$ cat src/rtl/ufi_ram_responder_if.sv
// UFI request/response bundle between the micro controller master port and a slave.
// Signal names keep the slave-side i/o prefixes so they read the same on both ends.
interface ufi_ram_responder_if #(
   parameter int pUfiBusWidth  = 8,
   parameter int pUfiAdrsWidth = 32
);
   logic [pUfiBusWidth-1:0]  iSUfiWd;
   logic [pUfiAdrsWidth-1:0] iSUfiAdrs;
   logic                     iSUfiWEd;
   logic                     iSUfiREd;
   logic                     iSUfiVd;
   logic                     iSUfiCmd;
   logic                     oSUfiRdy;
   logic [pUfiBusWidth-1:0]  oSUfiRd;
   logic                     oSUfiREd;

   modport master (
      output iSUfiWd, iSUfiAdrs, iSUfiWEd, iSUfiREd, iSUfiVd, iSUfiCmd,
      input  oSUfiRdy, oSUfiRd, oSUfiREd
   );

   modport slave (
      input  iSUfiWd, iSUfiAdrs, iSUfiWEd, iSUfiREd, iSUfiVd, iSUfiCmd,
      output oSUfiRdy, oSUfiRd, oSUfiREd
   );
endinterface

$ cat src/rtl/ufi_ram_responder.sv
// UFI slave that queues requests in an in-order FIFO and replays them against a
// single-port synchronous RAM with a fixed read latency.
module ufi_ram_responder #(
   parameter int          pUfiBusWidth  = 8,
   parameter int          pUfiAdrsWidth = 32,
   parameter logic [2:0]  pSelId        = 3'b001,
   parameter int          pMemAdrsWidth = 19,
   parameter int          pFifoDepth    = 4,
   parameter int          pMemWait      = 2
) (
   input  logic                      iSCLK,
   input  logic                      iSRST,
   ufi_ram_responder_if.slave        ufi,
   output logic [pMemAdrsWidth-1:0]  oMemAdrs,
   output logic [pUfiBusWidth-1:0]   oMemWd,
   output logic                      oMemCe,
   output logic                      oMemWe,
   input  logic [pUfiBusWidth-1:0]   iMemRd,
   output logic                      oBusy
);
   localparam int PtrW  = $clog2(pFifoDepth);
   localparam int CntW  = PtrW + 1;
   localparam int EntW  = 1 + pMemAdrsWidth + pUfiBusWidth;
   localparam int WaitW = (pMemWait > 1) ? $clog2(pMemWait) : 1;

   localparam logic [1:0] ST_IDLE  = 2'd0;
   localparam logic [1:0] ST_ISSUE = 2'd1;
   localparam logic [1:0] ST_WAIT  = 2'd2;
   localparam logic [1:0] ST_DONE  = 2'd3;

   logic [EntW-1:0]          fifo_mem_q [pFifoDepth];
   logic [PtrW-1:0]          wr_ptr_q, wr_ptr_d;
   logic [PtrW-1:0]          rd_ptr_q, rd_ptr_d;
   logic [CntW-1:0]          count_q, count_d;
   logic [1:0]               state_q, state_d;
   logic [WaitW-1:0]         wait_q, wait_d;
   logic                     op_cmd_q, op_cmd_d;
   logic [pMemAdrsWidth-1:0] op_adrs_q, op_adrs_d;
   logic [pUfiBusWidth-1:0]  op_wd_q, op_wd_d;
   logic [pUfiBusWidth-1:0]  rd_q, rd_d;

   logic            sel;
   logic            rdy;
   logic            accept;
   logic            pop;
   logic [EntW-1:0] push_entry;
   logic [EntW-1:0] head_entry;
   logic            unused_adrs_bits;

   assign sel        = (ufi.iSUfiAdrs[27:25] == pSelId);
   assign rdy        = ~iSRST & (count_q != CntW'(pFifoDepth));
   assign accept     = ufi.iSUfiVd & sel & rdy & (ufi.iSUfiCmd ? ufi.iSUfiREd : ufi.iSUfiWEd);
   assign pop        = (count_q != '0) & ((state_q == ST_IDLE) | (state_q == ST_DONE));
   assign push_entry = {ufi.iSUfiCmd, ufi.iSUfiAdrs[pMemAdrsWidth-1:0], ufi.iSUfiWd};
   assign head_entry = fifo_mem_q[rd_ptr_q];

   // Address bits outside the select field and the RAM window carry no meaning here.
   assign unused_adrs_bits = ^{ufi.iSUfiAdrs[pUfiAdrsWidth-1:28], ufi.iSUfiAdrs[24:pMemAdrsWidth]};

   always_comb begin
      state_d   = state_q;
      wait_d    = wait_q;
      wr_ptr_d  = wr_ptr_q;
      rd_ptr_d  = rd_ptr_q;
      count_d   = count_q;
      op_cmd_d  = op_cmd_q;
      op_adrs_d = op_adrs_q;
      op_wd_d   = op_wd_q;
      rd_d      = rd_q;

      case (state_q)
         ST_IDLE:  if (pop) state_d = ST_ISSUE;
         ST_ISSUE: begin
            wait_d  = WaitW'(pMemWait - 1);
            state_d = ST_WAIT;
         end
         ST_WAIT: begin
            if (wait_q == '0) begin
               if (op_cmd_q) rd_d = iMemRd;
               state_d = ST_DONE;
            end else begin
               wait_d = wait_q - WaitW'(1);
            end
         end
         ST_DONE:  state_d = pop ? ST_ISSUE : ST_IDLE;
         default:  state_d = ST_IDLE;
      endcase

      if (pop) begin
         {op_cmd_d, op_adrs_d, op_wd_d} = head_entry;
         rd_ptr_d = rd_ptr_q + PtrW'(1);
      end
      if (accept) wr_ptr_d = wr_ptr_q + PtrW'(1);

      // Simultaneous push and pop leave the occupancy unchanged.
      case ({accept, pop})
         2'b10:   count_d = count_q + CntW'(1);
         2'b01:   count_d = count_q - CntW'(1);
         default: count_d = count_q;
      endcase
   end

   always_ff @(posedge iSCLK) begin
      if (iSRST) begin
         state_q   <= ST_IDLE;
         wait_q    <= '0;
         wr_ptr_q  <= '0;
         rd_ptr_q  <= '0;
         count_q   <= '0;
         op_cmd_q  <= 1'b0;
         op_adrs_q <= '0;
         op_wd_q   <= '0;
         rd_q      <= '0;
      end else begin
         state_q   <= state_d;
         wait_q    <= wait_d;
         wr_ptr_q  <= wr_ptr_d;
         rd_ptr_q  <= rd_ptr_d;
         count_q   <= count_d;
         op_cmd_q  <= op_cmd_d;
         op_adrs_q <= op_adrs_d;
         op_wd_q   <= op_wd_d;
         rd_q      <= rd_d;
      end
   end

   // Storage is left unreset; occupancy is tracked solely by the pointers and count.
   always_ff @(posedge iSCLK) begin
      if (accept) fifo_mem_q[wr_ptr_q] <= push_entry;
   end

   assign ufi.oSUfiRdy = rdy;
   assign ufi.oSUfiRd  = rd_q;
   assign ufi.oSUfiREd = ~iSRST & (state_q == ST_DONE) & op_cmd_q;
   assign oMemCe       = ~iSRST & (state_q == ST_ISSUE);
   assign oMemWe       = oMemCe & ~op_cmd_q;
   assign oMemAdrs     = op_adrs_q;
   assign oMemWd       = op_wd_q;
   assign oBusy        = ~iSRST & ((count_q != '0) | (state_q != ST_IDLE));
endmodule

$ cat src/flat_wrapper.sv
// flat-port wrapper written by rule: the top's interface ports become plain ports
module ufi_ram_responder_flat 
#(
   parameter int          pUfiBusWidth  = 8,
   parameter int          pUfiAdrsWidth = 32,
   parameter logic [2:0]  pSelId        = 3'b001,
   parameter int          pMemAdrsWidth = 19,
   parameter int          pFifoDepth    = 4,
   parameter int          pMemWait      = 2
)
  (iSCLK, iSRST, oMemAdrs, oMemWd, oMemCe, oMemWe, iMemRd, oBusy, ufi_iSUfiWd, ufi_iSUfiAdrs, ufi_iSUfiWEd, ufi_iSUfiREd, ufi_iSUfiVd, ufi_iSUfiCmd, ufi_oSUfiRdy, ufi_oSUfiRd, ufi_oSUfiREd);
  ufi_ram_responder_if #(.pUfiBusWidth(pUfiBusWidth), .pUfiAdrsWidth(pUfiAdrsWidth)) ufi_i ();
  input  logic iSCLK;
  input  logic iSRST;
  output logic [pMemAdrsWidth-1:0] oMemAdrs;
  output logic [pUfiBusWidth-1:0] oMemWd;
  output logic oMemCe;
  output logic oMemWe;
  input  logic [pUfiBusWidth-1:0] iMemRd;
  output logic oBusy;
  input wire logic [$bits(ufi_i.iSUfiWd)-1:0] ufi_iSUfiWd;
  input wire logic [$bits(ufi_i.iSUfiAdrs)-1:0] ufi_iSUfiAdrs;
  input wire logic [$bits(ufi_i.iSUfiWEd)-1:0] ufi_iSUfiWEd;
  input wire logic [$bits(ufi_i.iSUfiREd)-1:0] ufi_iSUfiREd;
  input wire logic [$bits(ufi_i.iSUfiVd)-1:0] ufi_iSUfiVd;
  input wire logic [$bits(ufi_i.iSUfiCmd)-1:0] ufi_iSUfiCmd;
  output wire logic [$bits(ufi_i.oSUfiRdy)-1:0] ufi_oSUfiRdy;
  output wire logic [$bits(ufi_i.oSUfiRd)-1:0] ufi_oSUfiRd;
  output wire logic [$bits(ufi_i.oSUfiREd)-1:0] ufi_oSUfiREd;
  assign ufi_i.iSUfiWd = ufi_iSUfiWd;
  assign ufi_i.iSUfiAdrs = ufi_iSUfiAdrs;
  assign ufi_i.iSUfiWEd = ufi_iSUfiWEd;
  assign ufi_i.iSUfiREd = ufi_iSUfiREd;
  assign ufi_i.iSUfiVd = ufi_iSUfiVd;
  assign ufi_i.iSUfiCmd = ufi_iSUfiCmd;
  assign ufi_oSUfiRdy = ufi_i.oSUfiRdy;
  assign ufi_oSUfiRd = ufi_i.oSUfiRd;
  assign ufi_oSUfiREd = ufi_i.oSUfiREd;
  ufi_ram_responder #(.pUfiBusWidth(pUfiBusWidth), .pUfiAdrsWidth(pUfiAdrsWidth), .pSelId(pSelId), .pMemAdrsWidth(pMemAdrsWidth), .pFifoDepth(pFifoDepth), .pMemWait(pMemWait)) u_core (.iSCLK(iSCLK), .iSRST(iSRST), .ufi(ufi_i), .oMemAdrs(oMemAdrs), .oMemWd(oMemWd), .oMemCe(oMemCe), .oMemWe(oMemWe), .iMemRd(iMemRd), .oBusy(oBusy));
endmodule
$ cat config.mk
export PLATFORM = sky130hd
export DESIGN_NAME = ufi_ram_responder_flat
export DESIGN_NICKNAME = d
export VERILOG_FILES = /design/src/rtl/ufi_ram_responder_if.sv /design/src/rtl/ufi_ram_responder.sv /design/src/flat_wrapper.sv
export SDC_FILE = /design/constraint.sdc
export NUM_CORES = 1
export LEC_CHECK = 0
export CORE_ASPECT_RATIO = 1.1
export CORE_UTILIZATION = 45
export DETAILED_ROUTE_END_ITERATION = 12
export GPL_TIMING_DRIVEN = 0
export HOLD_SLACK_MARGIN = 0.03
export PLACE_DENSITY = 0.72
export SYNTH_ARGS = -nofsm -noshare
export SYNTH_HDL_FRONTEND = slang
export SYNTH_SLANG_ARGS = --single-unit
export TNS_END_PERCENT = 1
$ cat constraint.sdc
create_clock -name iSCLK -period 5.9 [get_ports iSCLK]
set_clock_uncertainty 0.05 [all_clocks]
set_input_delay 1.18 -clock iSCLK [delete_from_list [all_inputs] [get_ports iSCLK]]
set_output_delay 1.18 -clock iSCLK [all_outputs]
set_load 0.05 [all_outputs]
==> reports/metrics.cfg <==
[cts]
clkSlewWorstSetupHoldPaths_ps=50
cts_resized=0
h-tree-depth=4
cts_buffers=17
cts_root_buffer=clkbuf_16
clk_latency_ps=410
cts_hold_buf=0
cts.path.max_buffers=2
numClockSinks=158
tritoncts=built
post-cts-setup-buffers=0

[die]
ios=94
rows=43
core-area_mm2=0.01270
die_h_um=122.0
initial_utilization_pct=46.43
die_area_mm2=0.01356
die_w_um=111.1

[sta]
slew_headroom_pct=45.98
rsz0062_at_grt=no
fin_ws_ps=1918
period_share_pct=67.49
setup_viol=0
final-max-slew-violation-count=0
hold_viol_final=0
max_freq_mhz=251.1
tightest_slew_ps=810.3
period_minus_slack_ps=3982
finalSetupTns_ps=0

[setup_path]
cp_slowest_cell=clkdlybuf4s50_1
max_stage_delay_ps=690
required_ps=4670
cp.arrival_ps=2750
path_max_fanout=10
end_kind=primary output
path_buf_inv=3
path_delay_family=buffers and inverters
cp_cell_sequence=buf_2 -> clkbuf_1 -> and3b_1 -> clkdlybuf4s50_1
startpoint_type=input pin
critical_path_class=input pin to primary output

[detailed_routing]
dr_total_vias=3049
drc_errors=8
wirelength_mm=10.71
via_per_inst=5.266
firstDrtPassIters=10
routedWlPerCell_um=18.50
drt_iter0_markers=179
ant_nets=0

[synthesis]
async_reset_ff_share_pct=0
yosysWarnings=0
syn_avg_cell_area_um2=19.08
ys_seq_area_share_pct=72.67
synth_cell_types=34
synth_edf_count=112
syn-num-nets=374
syn_inst=309
syn-cell-area_mm2=0.005896
ys_seq_elements=158
synthTopCellsByArea=edfxtp_1 57%, dfxtp_1 16%, mux4_2 11%
ys.flop_type=edfxtp_1
yosys.area.top_type_share_pct=57.05
yosys.area.top_type=edfxtp_1

[placed_design]
port_buffers=82
dp_hpwl_mm=6.577
finalWeightedCongestion=0.7038
dp_slack_ps=1901

[global_routing]
globalRouteTotalUtil_pct=16.67
grtUsageMet1_pct=18.83
grt.busiest_layer=met2
grt.overflow.total=0
grt_pass1_wl_mm=16.30
use_met3_pct=4.876
grt_pass1_vias=3129
use_met2_pct=29.13
antenna_found_initial=0
grt_max_degree=29

[flow_run]
cap_violations=0

[status]
status=finished with violations
violations=design-rule violations

[pwr]
p_leak_nw=2.534
vdd_drop_max_uv=187.3
p_per_area_mw_per_mm2=396.4

[final_layout]
nFillCells=962
syn2layout_area_growth_pct=26.74
drive_gt1_share_pct=23.70
nets=475
num_antenna_cells=0

[hold_path]
min_path_type=flip-flop to flip-flop

## power breakdown
part	switching [mW]	internal (mW)	total, mW
logic	0.391	0.270	0.661
clock network	0.389	0.618	1.01
registers	0.0444	1.25	1.29
## per-layer routing
| metal | vias up | wire length [µm] |
|---|---|---|
| li1 | 1423 | - |
| met1 | 1547 | 4451 |
| met2 | 65 | 5586 |
| met3 | 14 | 447 |
| met4 | 0 | 226 |
| met5 | - | 0 |
## through the flow
| stage | hold slack, ps | util, % | power (mW) | cells | instance area (µm²) |
|---|---|---|---|---|---|
| 4_1_cts | 430.8 | 58.85 | 2.986 | 579 | 7472 |
| 5_1_grt | 446.1 | 58.85 | 3.070 | 579 | 7472 |
| 2_1_floorplan | 420.7 | - | 1.771 | 309 | 5896 |
| 3_5_place_dp | 414.3 | 54.48 | 1.983 | 548 | 6918 |
| 6_report | 430.3 | 58.85 | 2.962 | 579 | 7472 |
| 3_3_place_gp | 414.4 | 54.44 | 1.967 | 548 | 6913 |
## synthesized netlist by cell type (3+ instances only)
library cell	n
mux4_2	28
a22o_2	26
ha_1	10
nor2_1	18
edfxtp_1	112
clkbuf_1	4
inv_1	8
and2_1	4
xnor2_1	3
mux2i_1	10
dfxtp_1	46
buf_2	8
a21oi_1	5
## cell usage in the layout (no fill, tap or decap), types with 2 or more instances in the layout
cell type,count
nor2_1,18
clkinv_2,2
xnor2_1,3
buf_2,8
mux2i_1,10
clkinvlp_4,2
a22o_2,26
clkdlybuf4s50_1,82
xor2_1,2
a211oi_1,2
clkbuf_8,4
inv_1,8
clkinv_1,2
and2_2,4
clkbuf_16,17
ha_1,10
dfxtp_1,46
buf_6,2
a22o_1,2
edfxtp_1,112
clkbuf_1,7
a21oi_1,5
mux4_2,28
o21ai_0,2
nor2b_1,2
## registers in the layout, indices dropped and copies added (netlist names)
name,flops
u_core.count_q,3
u_core.fifo_mem_q,112
u_core.oMemAdrs,19
u_core.oMemWd,8
u_core.op_cmd_q,1
u_core.rd_ptr_q,2
u_core.state_q,2
u_core.ufi.oSUfiRd,8
u_core.wait_q,1
u_core.wr_ptr_q,2
## final timing paths
path                       endpoint  cells past startpoint               from  slack [ps]
setup / recovery       ufi_oSUfiREd                      4              iSRST        1920
hold / removal     u_core.oMemWd[6]                      1   u_core.oMemWd[6]         430
setup reg to reg  u_core.count_q[2]                      9  u_core.state_q[0]        3150
hold reg to reg    u_core.oMemWd[6]                      1   u_core.oMemWd[6]         430
## layout make-up
| type | count | area, µm² | share of cell area [%] |
|---|---|---|---|
| Buffer | 14 | 77.57 | 1.038 |
| Clock buffer | 24 | 491.7 | 6.581 |
| Clock inverter | 7 | 62.56 | 0.8372 |
| Inverter | 8 | 30.03 | 0.4019 |
| Multi-Input combinational cell | 129 | 1509 | 20.19 |
| Sequential cell | 158 | 4284 | 57.33 |
| Tap cell | 157 | 196.4 | 2.629 |
| Timing Repair Buffer | 82 | 820.8 | 10.98 |
## cell families (layout without fill, tap and decap cells)
group / after synthesis / after routing / share of synthesized area, %
compound gates: 40 / 40 / 6.282
xor+xnor: 5 / 5 / 0.7429
fa+ha+maj: 11 / 11 / 2.462
buf+inv: 22 / 135 / 1.825
flops: 158 / 158 / 72.67
mux: 38 / 38 / 12.39
simple gates: 35 / 35 / 3.629
Note: power is estimated with default switching activity, not from simulation.
